==> src/rtl/sseg_pkg.sv <==
// Shared constants for the multiplexed seven-segment display driver.
package sseg_pkg;

    localparam logic [7:0] SSEG_BLANK = 8'hFF;

    // Active-low g..a patterns for hex digits 0-F
    localparam logic [6:0] SEG_LUT [0:15] = '{
        7'h40, 7'h79, 7'h24, 7'h30, 7'h19, 7'h12, 7'h02, 7'h78,
        7'h00, 7'h10, 7'h08, 7'h03, 7'h46, 7'h21, 7'h06, 7'h0E
    };

    localparam logic [6:0] SEG_OFF = 7'h7F;

    function automatic int unsigned idx_width(input int unsigned n);
        return (n <= 2) ? 1 : $clog2(n);
    endfunction

endpackage

==> src/rtl/hex_to_sseg.sv <==
// Combinational hex nibble + decimal point to active-low segment pattern.
module hex_to_sseg
    import sseg_pkg::*;
(
    input  logic [3:0] hex,
    input  logic       dp,
    output logic [7:0] sseg_c
);

    assign sseg_c = {~dp, SEG_LUT[hex]};

endmodule

==> src/rtl/sseg_mux_n.sv <==
// N-digit multiplexed seven-segment driver with frame-atomic value updates.
// Optional leading-zero blanking is enabled by defining SSEG_LZ_BLANK_EN.
module sseg_mux_n
    import sseg_pkg::*;
#(
    parameter int unsigned N_DIGITS   = 4,
    parameter int unsigned PRESC_BITS = 16
) (
    input  logic                  clk,
    input  logic                  reset,
    input  logic                  load,
    input  logic [4*N_DIGITS-1:0] hex_in,
    input  logic [N_DIGITS-1:0]   dp_in,
    output logic                  busy,
    output logic [N_DIGITS-1:0]   an,
    output logic [7:0]            sseg
);

    localparam int unsigned IDX_W = idx_width(N_DIGITS);
    localparam int unsigned HEX_W = 4 * N_DIGITS;
    localparam logic [IDX_W-1:0] LAST_IDX = IDX_W'(N_DIGITS - 1);

    logic [PRESC_BITS-1:0] presc;
    logic [IDX_W-1:0]      idx;
    logic                  running;
    logic [HEX_W-1:0]      pend_hex;
    logic [N_DIGITS-1:0]   pend_dp;
    logic [HEX_W-1:0]      disp_hex;
    logic [N_DIGITS-1:0]   disp_dp;

    logic                  tick;
    logic                  boundary;
    logic                  commit;
    logic [IDX_W-1:0]      idx_nxt;
    logic [HEX_W-1:0]      disp_hex_nxt;
    logic [N_DIGITS-1:0]   disp_dp_nxt;
    logic [3:0]            nib_c;
    logic                  dp_c;
    logic                  blank_c;
    logic [7:0]            pat_c;
    logic [7:0]            seg_nxt;
    logic [N_DIGITS-1:0]   an_nxt;

    assign tick     = &presc;
    assign boundary = tick & running & (idx == LAST_IDX);
    assign commit   = boundary & busy;

    // First tick after reset lights digit 0 without advancing; later ticks step and wrap.
    always_comb begin
        idx_nxt = idx;
        if (tick && running) begin
            idx_nxt = (idx == LAST_IDX) ? '0 : idx + IDX_W'(1);
        end
    end

    // Output registers are loaded from the post-commit value so a new frame is never mixed.
    assign disp_hex_nxt = commit ? pend_hex : disp_hex;
    assign disp_dp_nxt  = commit ? pend_dp  : disp_dp;
    assign nib_c        = disp_hex_nxt[{idx_nxt, 2'b00} +: 4];
    assign dp_c         = disp_dp_nxt[idx_nxt];
    assign an_nxt       = ~(N_DIGITS'(1) << idx_nxt);

`ifdef SSEG_LZ_BLANK_EN
    assign blank_c = (idx_nxt != '0) && ((disp_hex_nxt >> {idx_nxt, 2'b00}) == '0);
`else
    assign blank_c = 1'b0;
`endif

    hex_to_sseg u_dec (
        .hex    (nib_c),
        .dp     (dp_c),
        .sseg_c (pat_c)
    );

    assign seg_nxt = blank_c ? {pat_c[7], SEG_OFF} : pat_c;

    always_ff @(posedge clk or posedge reset) begin
        if (reset) begin
            presc    <= '0;
            idx      <= '0;
            running  <= 1'b0;
            pend_hex <= '0;
            pend_dp  <= '0;
            disp_hex <= '0;
            disp_dp  <= '0;
            busy     <= 1'b0;
            an       <= '1;
            sseg     <= SSEG_BLANK;
        end else begin
            presc <= presc + PRESC_BITS'(1);
            if (tick) begin
                idx     <= idx_nxt;
                running <= 1'b1;
                an      <= an_nxt;
                sseg    <= seg_nxt;
            end
            if (commit) begin
                disp_hex <= pend_hex;
                disp_dp  <= pend_dp;
            end
            if (load) begin
                pend_hex <= hex_in;
                pend_dp  <= dp_in;
                busy     <= 1'b1;
            end else if (boundary) begin
                busy <= 1'b0;
            end
        end
    end

endmodule

==> config.mk <==
export PLATFORM = sky130hd
export DESIGN_NAME = sseg_mux_n
export DESIGN_NICKNAME = d
export VERILOG_FILES = /design/src/rtl/sseg_pkg.sv /design/src/rtl/hex_to_sseg.sv /design/src/rtl/sseg_mux_n.sv
export SDC_FILE = /design/constraint.sdc
export NUM_CORES = 1
export LEC_CHECK = 0
export ABC_AREA = 1
export BUFFER_PORTS_ARGS = -buffer_cell sky130_fd_sc_hd__buf_4
export CAP_MARGIN = 20
export CORE_ASPECT_RATIO = 0.6
export CORE_MARGIN = 2
export CORE_UTILIZATION = 40
export DETAILED_ROUTE_END_ITERATION = 10
export GPL_TIMING_DRIVEN = 0
export HOLD_SLACK_MARGIN = 0.06
export PLACE_DENSITY_LB_ADDON = 0.3
export SETUP_SLACK_MARGIN = 0.15
export SYNTH_ARGS = -nofsm -noshare
export SYNTH_HDL_FRONTEND = slang
export SYNTH_SLANG_ARGS = --single-unit
==> constraint.sdc <==
create_clock -name clk -period 2.5 [get_ports clk]
set_input_delay 0.25 -clock clk [delete_from_list [all_inputs] [get_ports clk]]
set_output_delay 0.25 -clock clk [all_outputs]
set_load 0.02 [all_outputs]
==> metrics.sh <==
CLOCK.FMAX_MHz=400
CTS_ROOT_BUFFER='sky130_fd_sc_hd__clkbuf_16'
YOSYS_WARNINGS=0
COMBINED_AREA_OF_THE_MULTI_INPUT_LOGIC_CELLS_SQ_UM=1520
GLOBALROUTEOVERFLOWTOTAL=0
ROUTE.DETAILED.WL_PER_INST_UM=13.4
CRITPATHMAXSTAGEDELAY_NS=0.40
STANDBY_LEAKAGE_POWER_nW=2.29
NUMBER_OF_BUFFERS_CREATED_BY_CTS=9
SHARE_CLK_OF_TOTAL_POWER=0.489
MAX_CAP_VIOLATIONS=0
OVERALL_GLOBAL_ROUTING_USAGE=0.184
SYN_INST=379
VIAS_PER_CELL=4.74
NETLIST_AREA_SQ_UM=3350
NET-SWITCHING-POWER_uW=549
ANTENNA_FOUND_INITIAL=0
YOSYSUNIQUECELLTYPES=34
POST_CTS_HOLD_BUFFER_COUNT=0
USE_MET2=0.257
CLKSINKCOUNT=72
GRT.MET3_USAGE=0.0538
SLEW_VIOLATIONS=0
ROUTE.ANTENNA.REMAINING_NETS=0
FIRSTDRTPASSITERS=4
GLOBAL_ROUTE.PEAK_USAGE_LAYER='met1'
COMB_POWER_SHARE=0.038
REPORT.FINAL.HOLD_VIOL_COUNT=0
NUM_VIAS=2669
CRITICAL_PATH.ENDPOINT_TYPE='register'
RSZ0062_AT_GRT='true'
LAYOUT.CORE_UTILIZATION=0.555
FINAL_CELL_AREA_SQ_UM=4450
AREA_DELTA_SYNTH_FINAL_PCT=32.7
CRITICAL_PATH.STARTPOINT='presc[1]$_DFF_PP0_'
LAYOUT_COMMONEST_CELL='sky130_fd_sc_hd__nand2_1'
WORSTHOLDPATHTYPE='input port to async pin'
FLOORPLAN.IO_PINS=36
DRT-TOTAL-WL_UM=7540
DIE_H_UM=74.9
INITIALDRTVIOLATIONCOUNT=142
WORST_SETUP_PATH_START_KIND='register'
CLOCK_TREE_FROM_TRITONCTS='built'
SYNTHESIS.NETS=410
CORE.ROWCOUNT=25
REQUIRED_ARRIVAL_TIME_AT_THE_WORST_ENDPOINT_NS=2.77
FLOORPLAN.DIE.WIDTH_UM=122
SYNTH-SEQ-AREA-SHARE=0.542
ANTENNA-DIODE-COUNT=0
FINALSETUPVIOLCOUNT=0
FLOORPLAN.DIE_AREA_SQ_UM=9150
PERIOD_UTILIZATION_POST_ROUTE=0.999
PATH_CLASS='register to register'
WORST_SLEW_MARGIN_REL=0.415
NETSWITCHINGFRACTION=0.215
MAX-VDD-IR-DROP_V=0.000369
DPL-INSTANCE-AREA_SQ_UM=3750
GRT_UTIL_MET1=0.276
START_UTIL=0.418
MOST_PREVALENT_STANDARD_CELL_ON_THE_CRITICAL_PATH='sky130_fd_sc_hd__nor2_1'
DRCVIOLATIONCOUNT=0
RUN_STATUS='finished, final reports clean'
CRIT_PATH_CELL_TRACE='ha_4 -> nand2_4 -> nor2_4 -> nand2_2 -> nor2_4 -> nand4_4 -> buf_6 -> buf_8 -> nand2_4 -> o21ai_4 -> nand2_2 -> nand4_4 -> buf_6 -> ha_4 -> inv_2 -> nor2_1 -> nor2_1 -> nor2_1 -> nor2_1'
LARGEST_CLOCK_SKEW_IN_THE_FINAL_DESIGN_NS=0.00766
MAX_ROOT_SINK_BUFFERS=2
FIRST_GLOBAL_VIAS=2576
TIMING_WORST_SLEW_PIN_VALUE_NS=0.877
POWER_DENSITY_nW_PER_UM2=573
LARGEST_NET_DEGREE_AT_THE_START_OF_GLOBAL_ROUTING=73
CRITICAL_PATH_ARRIVAL_NS=2.77
FINAL.MIN_CLOCK_PERIOD_NS=2.50
FILLERS=743
CLOCK_INSERTION_DELAY_WORST_SKEW_NS=0.34
DRIVE_GT1_FRAC=0.352
PLACE.GP.CONGESTION=0.853
WORSTREG2REGSTART='presc[1]$_DFF_PP0_'
POWER.SEQUENTIAL.FRACTION=0.473
CRIT_PATH_MAX_FANOUT=6
YOSYS_REGISTER_BITS=72
FP.COREAREA_SQ_UM=8010
CRITPATHSLOWESTCELL='sky130_fd_sc_hd__dfrtp_1'
CLK_PIN_SLEW_NS=0.06
REGAREA_SQ_UM=1820
GRT_PASS1_WL_UM=12600
INTERNAL_POWER_mW=2.00
HIGHEST_COUNT_CELLS_IN_THE_LAYOUT_IGNORING_FILL_AND_TAPS='sky130_fd_sc_hd__nand2_1 (107), sky130_fd_sc_hd__dfrtp_1 (60), sky130_fd_sc_hd__buf_4 (59)'
DETAILED_PLACE_HPWL_UM=4870
FINALNETCOUNT=481
FF_TO_FF_SETUP_SLACK_NS=0.002
NUMPORTBUFFERS=34
H-TREE-DEPTH=3
POSTSYNTHAREAPERCELL_SQ_UM=8.84
## kinds of logic after synthesis
kind of cell    after synthesis  synth area share
simple gates                185             0.254
flops                        72             0.542
buf+inv                      53            0.0665
compound gates               49            0.0766
xor+xnor                     12            0.0314
fa+ha+maj                     8            0.0299
## synth_stat cells
cell | count | area (sq um)
sky130_fd_sc_hd__nand3_2 | 2 | 20.0
sky130_fd_sc_hd__xnor2_1 | 5 | 43.8
sky130_fd_sc_hd__dfrtp_1 | 60 | 1500
sky130_fd_sc_hd__o21ai_2 | 1 | 8.76
sky130_fd_sc_hd__a21oi_1 | 6 | 30.0
sky130_fd_sc_hd__nand3_1 | 12 | 60.1
sky130_fd_sc_hd__nor2_8 | 1 | 20.0
sky130_fd_sc_hd__buf_6 | 3 | 33.8
sky130_fd_sc_hd__inv_1 | 35 | 131
sky130_fd_sc_hd__nor3_1 | 1 | 5.00
sky130_fd_sc_hd__a41oi_1 | 1 | 8.76
sky130_fd_sc_hd__nand2_2 | 8 | 50.1
sky130_fd_sc_hd__nand4_2 | 1 | 12.5
sky130_fd_sc_hd__nand2_4 | 2 | 22.5
sky130_fd_sc_hd__or2_2 | 5 | 31.3
sky130_fd_sc_hd__ha_1 | 8 | 100
sky130_fd_sc_hd__nand4_4 | 1 | 21.3
sky130_fd_sc_hd__a21oi_2 | 1 | 8.76
sky130_fd_sc_hd__o21ai_1 | 14 | 70.1
sky130_fd_sc_hd__o21ai_0 | 26 | 130
sky130_fd_sc_hd__nand2_1 | 125 | 469
sky130_fd_sc_hd__nor2_4 | 2 | 22.5
sky130_fd_sc_hd__clkbuf_1 | 5 | 18.8
sky130_fd_sc_hd__buf_2 | 1 | 5.00
sky130_fd_sc_hd__nand4_1 | 1 | 6.26
sky130_fd_sc_hd__inv_2 | 8 | 30.0
sky130_fd_sc_hd__nand3b_1 | 1 | 7.51
sky130_fd_sc_hd__dfstp_2 | 12 | 315
sky130_fd_sc_hd__xor2_1 | 7 | 61.3
sky130_fd_sc_hd__and2_1 | 1 | 6.26
sky130_fd_sc_hd__nor2_2 | 4 | 25.0
sky130_fd_sc_hd__clkinv_1 | 1 | 3.75
sky130_fd_sc_hd__or2_0 | 1 | 6.26
sky130_fd_sc_hd__nor2_1 | 17 | 63.8
## per-layer routing
layer | vias to the layer above | share of wire
met5 | - | 0
met4 | 0 | 0.011
met3 | 9 | 0.062
met2 | 66 | 0.41
met1 | 1274 | 0.52
li1 | 1320 | -
## sequential cells by signal, summed over array words and instances, names as in the netlist, 2 cells and up
signal / cells
sseg: 8
presc: 16
pend_hex: 16
disp_dp: 4
an: 4
disp_hex: 16
idx: 2
pend_dp: 4
## critical path, delay by kind of cell, from the launching register on
kind	cells	cell delay [ns]
AND/OR/NAND/NOR	12	1.10
flip-flops	1	0.40
AO/OA/AOI/OAI	1	0.06
buffers and inverters	4	0.51
adder cells (fa/ha/maj)	2	0.33
## worst paths after layout
| kind | endpoint | depth (start not counted) |
|---|---|---|
| max | sseg[4]$_DFFE_PP1N_ | 19 |
| min reg2reg | sseg[0]$_DFFE_PP1N_ | 2 |
| max in group asynchronous | pend_dp[1]$_DFFE_PP0P_ | 2 |
| min in group clk | pend_dp[0]$_DFFE_PP0P_ | 3 |
| max reg2reg | sseg[4]$_DFFE_PP1N_ | 19 |
| min | pend_hex[2]$_DFFE_PP0P_ | 2 |
## power groups by stage
| stage | sequential (mW) | clock [mW] | combinational (mW) |
|---|---|---|---|
| after floorplan | 1.22 | 0 | 0.0533 |
| after global placement | 1.22 | 0 | 0.0957 |
| after detailed placement | 1.23 | 0 | 0.0997 |
| after CTS | 1.21 | 1.27 | 0.102 |
| after global routing | 1.21 | 1.32 | 0.115 |
| final | 1.21 | 1.25 | 0.0978 |
## area by class of cell
class,count,area share
well taps,108,0.0304
plain buffers,9,0.0152
multi-input cells,254,0.341
flip-flops and latches,72,0.409
clock buffers,12,0.0532
inverters,44,0.0388
repair buffers,60,0.102
clock inverters,4,0.0107
## repair_timing
action,CTS,global route
resized for setup,38,15
setup endpoints to repair,7,8
pin swaps,16,18
setup buffers,18,8
## per-stage QoR
step	TNS [ns]	power, mW	setup WS [ns]	cells	hold slack [ns]
after floorplan	0	1.28	0.151	379	0.362
after global placement	-27.52	1.32	-0.437	521	0.438
after detailed placement	-1.72	1.32	-0.300	521	0.451
after CTS	0	2.57	0.0385	555	0.108
after global routing	-1.03	2.64	-0.185	563	0.114
final	0	2.55	0.00241	563	0.104
No activity file was read; power rests on OpenSTA's default activity.
